### src/rtl/color_scoreboard.sv
// Colored-lane scoreboard: classifies each channel's good/bad word pair per sample,
// counts the classes while running, and records the first wrong/error location.
module color_scoreboard #(
  parameter int NCH           = 4,
  parameter int LANES         = 32,
  parameter int CNTW          = 32,
  parameter int STOP_ON_WRONG = 0
) (
  input  logic                      clk,
  input  logic                      rst,
  input  logic                      start,
  input  logic                      stop,
  input  logic                      clear,
  input  logic                      valid,
  input  logic [NCH*2*LANES-1:0]    good,
  input  logic [NCH*2*LANES-1:0]    bad,
  output logic [1:0]                state,
  output logic [CNTW-1:0]           cycles,
  output logic [CNTW-1:0]           corrects,
  output logic [CNTW-1:0]           wrongs,
  output logic [CNTW-1:0]           panics,
  output logic [CNTW-1:0]           errors,
  output logic                      first_valid,
  output logic [CNTW-1:0]           first_cycle,
  output logic [3:0]                first_ch,
  output logic [5:0]                first_lane
);

  typedef enum logic [1:0] {
    StIdle = 2'b00,
    StRun  = 2'b01,
    StHalt = 2'b10
  } state_e;

  state_e          r_state;
  logic [CNTW-1:0] r_cycles, r_corrects, r_wrongs, r_panics, r_errors;
  logic            r_first_valid;
  logic [CNTW-1:0] r_first_cycle;
  logic [3:0]      r_first_ch;
  logic [5:0]      r_first_lane;

  logic [LANES-1:0] w_gu [NCH];
  logic [LANES-1:0] w_bu [NCH];
  logic [LANES-1:0] w_df [NCH];
  logic [NCH-1:0]   w_panic, w_error, w_wrong, w_correct;
  logic [4:0]       w_n_corr, w_n_wrong, w_n_panic, w_n_err;
  logic             w_ev_found;
  logic [3:0]       w_ev_ch;
  logic [5:0]       w_ev_lane;
  logic             w_sample;

  // Upper guard bits catch any carry past CNTW so the result clamps instead of wrapping.
  function automatic logic [CNTW-1:0] sat_add(input logic [CNTW-1:0] a, input logic [4:0] b);
    logic [CNTW+5:0] s;
    s = {6'b0, a} + {{(CNTW + 1){1'b0}}, b};
    if (s[CNTW+5:CNTW] != 6'b0) return {CNTW{1'b1}};
    return s[CNTW-1:0];
  endfunction

  always_comb begin
    w_panic    = '0;
    w_error    = '0;
    w_wrong    = '0;
    w_correct  = '0;
    w_n_corr   = '0;
    w_n_wrong  = '0;
    w_n_panic  = '0;
    w_n_err    = '0;
    w_ev_found = 1'b0;
    w_ev_ch    = '0;
    w_ev_lane  = '0;
    for (int c = 0; c < NCH; c++) begin
      w_gu[c] = '0;
      w_bu[c] = '0;
      w_df[c] = '0;
      for (int l = 0; l < LANES; l++) begin
        w_gu[c][l] = ~good[(c*LANES+l)*2+1];
        w_bu[c][l] = ~bad[(c*LANES+l)*2+1];
        w_df[c][l] = good[(c*LANES+l)*2+1] & bad[(c*LANES+l)*2+1]
                   & (good[(c*LANES+l)*2] ^ bad[(c*LANES+l)*2]);
      end
      w_panic[c]   = |w_gu[c];
      w_error[c]   = !w_panic[c] && (|w_bu[c]);
      w_wrong[c]   = !w_panic[c] && !w_error[c] && (|w_df[c]);
      w_correct[c] = !(w_panic[c] || w_error[c] || w_wrong[c]);
      w_n_corr     = w_n_corr  + {4'b0, w_correct[c]};
      w_n_wrong    = w_n_wrong + {4'b0, w_wrong[c]};
      w_n_panic    = w_n_panic + {4'b0, w_panic[c]};
      w_n_err      = w_n_err   + {4'b0, w_error[c]};
    end
    // Scan downward so the lowest channel and lowest lane are the last to be written.
    for (int c = NCH - 1; c >= 0; c--) begin
      if (w_error[c] || w_wrong[c]) begin
        w_ev_found = 1'b1;
        w_ev_ch    = 4'(c);
        w_ev_lane  = '0;
        for (int l = LANES - 1; l >= 0; l--) begin
          if (w_error[c] ? w_bu[c][l] : w_df[c][l]) w_ev_lane = 6'(l);
        end
      end
    end
  end

  assign w_sample = (r_state == StRun) && valid && !clear;

  always_ff @(posedge clk) begin
    if (rst) begin
      r_state       <= StIdle;
      r_cycles      <= '0;
      r_corrects    <= '0;
      r_wrongs      <= '0;
      r_panics      <= '0;
      r_errors      <= '0;
      r_first_valid <= 1'b0;
      r_first_cycle <= '0;
      r_first_ch    <= '0;
      r_first_lane  <= '0;
    end else begin
      if (clear) begin
        r_cycles      <= '0;
        r_corrects    <= '0;
        r_wrongs      <= '0;
        r_panics      <= '0;
        r_errors      <= '0;
        r_first_valid <= 1'b0;
        r_first_cycle <= '0;
        r_first_ch    <= '0;
        r_first_lane  <= '0;
      end else begin
        if (r_state == StRun) r_cycles <= sat_add(r_cycles, 5'd1);
        if (w_sample) begin
          r_corrects <= sat_add(r_corrects, w_n_corr);
          r_wrongs   <= sat_add(r_wrongs, w_n_wrong);
          r_panics   <= sat_add(r_panics, w_n_panic);
          r_errors   <= sat_add(r_errors, w_n_err);
          if (w_ev_found && !r_first_valid) begin
            r_first_valid <= 1'b1;
            r_first_cycle <= r_cycles;
            r_first_ch    <= w_ev_ch;
            r_first_lane  <= w_ev_lane;
          end
        end
      end
      case (r_state)
        StIdle: if (start && !stop) r_state <= StRun;
        StRun: begin
          if (stop) r_state <= StIdle;
          else if ((STOP_ON_WRONG != 0) && w_sample && w_ev_found) r_state <= StHalt;
        end
        StHalt: begin
          if (clear || stop) r_state <= StIdle;
          else if (start) r_state <= StRun;
        end
        default: r_state <= StIdle;
      endcase
    end
  end

  assign state       = r_state;
  assign cycles      = r_cycles;
  assign corrects    = r_corrects;
  assign wrongs      = r_wrongs;
  assign panics      = r_panics;
  assign errors      = r_errors;
  assign first_valid = r_first_valid;
  assign first_cycle = r_first_cycle;
  assign first_ch    = r_first_ch;
  assign first_lane  = r_first_lane;

endmodule

### config.mk
export PLATFORM = sky130hd
export DESIGN_NAME = color_scoreboard
export DESIGN_NICKNAME = d
export VERILOG_FILES = /design/src/rtl/color_scoreboard.sv
export SDC_FILE = /design/constraint.sdc
export NUM_CORES = 1
export LEC_CHECK = 0
export CAP_MARGIN = 20
export CORE_AREA = 2 2 280 282
export DETAILED_ROUTE_END_ITERATION = 6
export DIE_AREA = 0 0 282 284
export GPL_TIMING_DRIVEN = 0
export MAX_ROUTING_LAYER = met4
export SLEW_MARGIN = 15
export SYNTH_ARGS = -nofsm -noshare
export SYNTH_HDL_FRONTEND = slang
export SYNTH_SLANG_ARGS = --single-unit
export TNS_END_PERCENT = 50
### constraint.sdc
create_clock -name clk -period 5.4 [get_ports clk]
set_clock_uncertainty 0.05 [all_clocks]
set_input_delay 0.54 -clock clk [delete_from_list [all_inputs] [get_ports clk]]
set_output_delay 0.54 -clock clk [all_outputs]
set_load 0.02 [all_outputs]
==> summary.md <==
| Metric | Value |
|---|---|
| Outcome | finished, final reports clean |
| Commonest non-fill, non-tap cells in the layout | 708 x clkdlybuf4s50_1, 206 x nand2_1, 201 x dfxtp_1, 187 x a21oi_1, 181 x xor2_1 |
| Slew HR | 0.327 |
| Worst hold-check path type | reg -> reg |
| Via count | between 15000 and 20000 |
| IO Pins | slightly above 700 |
| Cell Pwr Density | ~170 mW/mm^2 |
| # rows | 102 |
| Number of global-route vias before repair | between 15000 and 20000 |
| Vias/cell | between 4 and 5 |
| Crit path top cell by count | fa_2 |
| Slew @ Worst Pin | slightly above 1 ns |
| DRC Markers | 0 |
| CP Class | in -> reg |
| CP arrival | approximately 5.6 ns |
| Initial Utilization | 0.196 |
| # clock sinks | between 200 and 250 |
| Wire length of the first global-routing pass | 120000 um |
| Slew Viols, Final | 0 |
| Skew-Pair Late Insertion Delay | around 0.55 ns |
| MaxCap Viol Count | 0 |
| DR iter-0 viols | 1204 |
| Crit path max fanout | 10 |
| Worst r2r path cells | 14 |
| Root buf cell | clkbuf_16 |
| Filler Cell Count | between 8000 and 9000 |
| Placed Area | ~0.024 mm^2 |
| Die W | ~280 um |
| Endpoint type of the worst setup path | flop |
| Detailed Route WL | roughly 83000 um |
| Final instance area | about 0.025 mm^2 |
| Initial antenna violation count | 12 |
| Maximum clock rate | ~190 MHz |
| H-tree Lvls | 1 |
| Main flop type after synthesis | dfxtp_1 |
| Final Hold Vio Count | 0 |
| Die Y | between 200 and 300 um |
| Drt wl/cell | 21.7 um |
| Post-synthesis instance area | around 0.015 mm^2 |
| Critical Path End | errors[29] |
| Worst r2r dst | panics[25] |
| Crit path cell chain | clkdlybuf4s50_1 > nand4_1 > or4_1 > or4_4 > nand2_4 > inv_2 > fa_2 > fa_2 > inv_1 > fa_2 > nor2_2 > nand2_1 > nor2_4 > and3_4 > and2b_2 > nand2_2 > or3_4 > clkbuf_8 > clkbuf_8 > a21oi_1 |
| Total track usage | 0.202 |
| Reg2reg setup slack | roughly 1.4 ns |
| Max VDD drop | roughly 0.19 mV |
| Global Route met1 Usage | 0.247 |
| Setup violators final | 0 |
| Crit path time final | ~5.2 ns |
| Critical path startpoint | bad[51] |
| Cells after Synth | between 2000 and 2500 |
| Number of distinct library cells after synthesis | 93 |
| Cts hold-fix bufs | 0 |
| Leading cell type in the layout, fill and taps excluded | clkdlybuf4s50_1 |
| Met2 Usage GRT | 0.335 |
| EDFF count, synth | 0 |
| Met3 Use GR | 0.0473 |
| DRT Pass-1 Iters | 5 |
| Fin cells | roughly 3800 |
| CP startpoint kind | primary input |
| Worst path max stage delay | roughly 0.59 ns |
| YS warnings | 0 |
| Clock Pin Slew Worst Setup and Hold Paths | ~0.060 ns |
| Sequential share of the synthesized area | 0.266 |
| GPL Wtd Cong | between 1 and 1.5 |
| Grt total ovfl | 0 |
| Nets | about 3300 |
| Reg area | about 0.004 mm^2 |
| Dpl cells | around 3800 |
| Synthesized flop and latch total | about 200 |
| Clock Path Buffers | 3 |
| Required time worst endpoint | about 5.8 ns |
| HPWL Detailed | between 70000 and 80000 um |
| Share of cells above drive strength 1 | 0.0552 |
| Mean Syn Cell Area | approximately 7.5 um^2 |
| Core ar. | 0.0770 mm^2 |
| I/O Buffers | between 700 and 800 |
| FF-to-FF Start | panics[0] |
| GR peak layer | met2 |
| Largest net degree at the start of global routing | 20 |
| Async S/R FF share, synth | 0 |
| RSZ-0062 raised after global routing | yes |
| Cts bufs inserted | 25 |
| Static Leak | 8.91 nW |
| Antenna Nets Post-Route | 0 |
| CTS tree | yes |
| Die Footprint | between 0.08 and 0.09 mm^2 |
| Crit share post-route | 0.963 |
| Area growth syn-to-layout | 64.2% |
| Multi-input logic area | 0.0108 mm^2 |
| Slowest CP cell | fa_2 |
## final cells by class
type | count | area share
sequential | 201 | 0.162
inverter | 65 | 0.0100
multi-input combinational | 1691 | 0.435
clock buffer | 36 | 0.0297
timing repair buffer | 732 | 0.294
buffer | 54 | 0.0114
tap | 1040 | 0.0524
clock inverter | 9 | 0.00438
antenna | 10 | 0.00101
## state kept, by name, summed over array words and instances (netlist names)
register     flops
panics          32
first_cycle     32
state            1
corrects        32
cycles          32
first_lane       5
wrongs          32
first_valid      1
first_ch         2
errors          32
## critical path: cells and delay by family
| family | cells | cell delay, ns |
|---|---|---|
| adder cells (fa/ha/maj) | 3 | 1.19 |
| AND/OR/NAND/NOR | 11 | 2.66 |
| buffers and inverters | 5 | 1.08 |
| AO/OA/AOI/OAI | 1 | 0.13 |
## stage by stage
step	hold slack, ns	power (mW)	setup TNS, ns	util	worst slack [ns]
3_3_place_gp	0.388	2.56	-124.02	0.307	-1.48
3_5_place_dp	0.409	2.56	-108.69	0.307	-1.48
5_1_grt	0.462	4.48	-0.0720	0.323	-0.0190
6_report	0.417	4.29	0	0.323	0.197
2_1_floorplan	0.478	1.91	0	-	0.338
4_1_cts	0.419	4.34	0	0.320	0.00447
## cells by family after synthesis
group	after synthesis	share of synthesized area
mux	44	0.0294
compound gates	464	0.196
buf+inv	120	0.0334
simple gates	909	0.308
xor+xnor	253	0.147
flops	201	0.266
fa+ha+maj	17	0.0200
other cells	1	0.000248
## repair_timing
item	in CTS	in global routing
pin swaps	4	8
resized for setup	34	41
endpoints found under the setup margin	88	114
cloned	0	0
buffers inserted	5	7
## power breakdown
group	switching [mW]	total [mW]	internal, mW	leakage [nW]
clock	0.701	1.74	1.04	0.417
combinational	0.516	1.06	0.546	6.87
sequential	0.00107	1.48	1.48	1.62
## Yosys cell counts, types with 6 or more instances
cell / number / share of area
and2_1: 41 / 0.017
or3_1: 11 / 0.0046
nor3_1: 57 / 0.019
o21ai_0: 74 / 0.024
o211a_1: 7 / 0.0046
nor2b_1: 11 / 0.0046
inv_1: 60 / 0.015
fa_1: 12 / 0.016
o211ai_1: 7 / 0.0035
nand3_1: 137 / 0.045
and3_1: 79 / 0.033
o31ai_1: 11 / 0.0055
or2_2: 8 / 0.0033
nand4_1: 88 / 0.036
xor2_1: 181 / 0.10
a32o_1: 14 / 0.0093
and4_1: 15 / 0.0087
nor3b_1: 6 / 0.0030
nor2_1: 165 / 0.041
or4_1: 7 / 0.0035
a211oi_1: 14 / 0.0070
a21boi_0: 6 / 0.0030
buf_2: 7 / 0.0023
dfxtp_1: 201 / 0.27
a311oi_1: 10 / 0.0058
a21oi_1: 187 / 0.062
clkbuf_1: 39 / 0.0097
nor4_1: 24 / 0.0099
o2bb2ai_1: 12 / 0.0070
nand2b_1: 13 / 0.0054
a31oi_1: 31 / 0.013
nand2_1: 212 / 0.053
o22ai_1: 18 / 0.0074
nand3b_1: 6 / 0.0030
mux2i_1: 41 / 0.027
xnor2_1: 72 / 0.042
## routing by layer
metal / wire, um / vias up
met5: 0 / -
met4: 1640 / 0
met3: 7220 / 86
met2: 39500 / 719
met1: 34900 / 8691
li1: - / 8911
## worst min-delay path by stage
stage	to	startpoint	cells after the start	slack [ns]
finish	first_ch[0]	first_ch[0]	2	0.42
detailed placement	first_ch[0]	first_ch[0]	2	0.41
global route	first_ch[0]	first_ch[0]	2	0.46
global placement	first_ch[0]	first_ch[0]	2	0.39
CTS	first_ch[0]	first_ch[0]	2	0.42
floorplan	first_ch[0]	first_ch[0]	2	0.48
(Power assumes the default switching activity.)
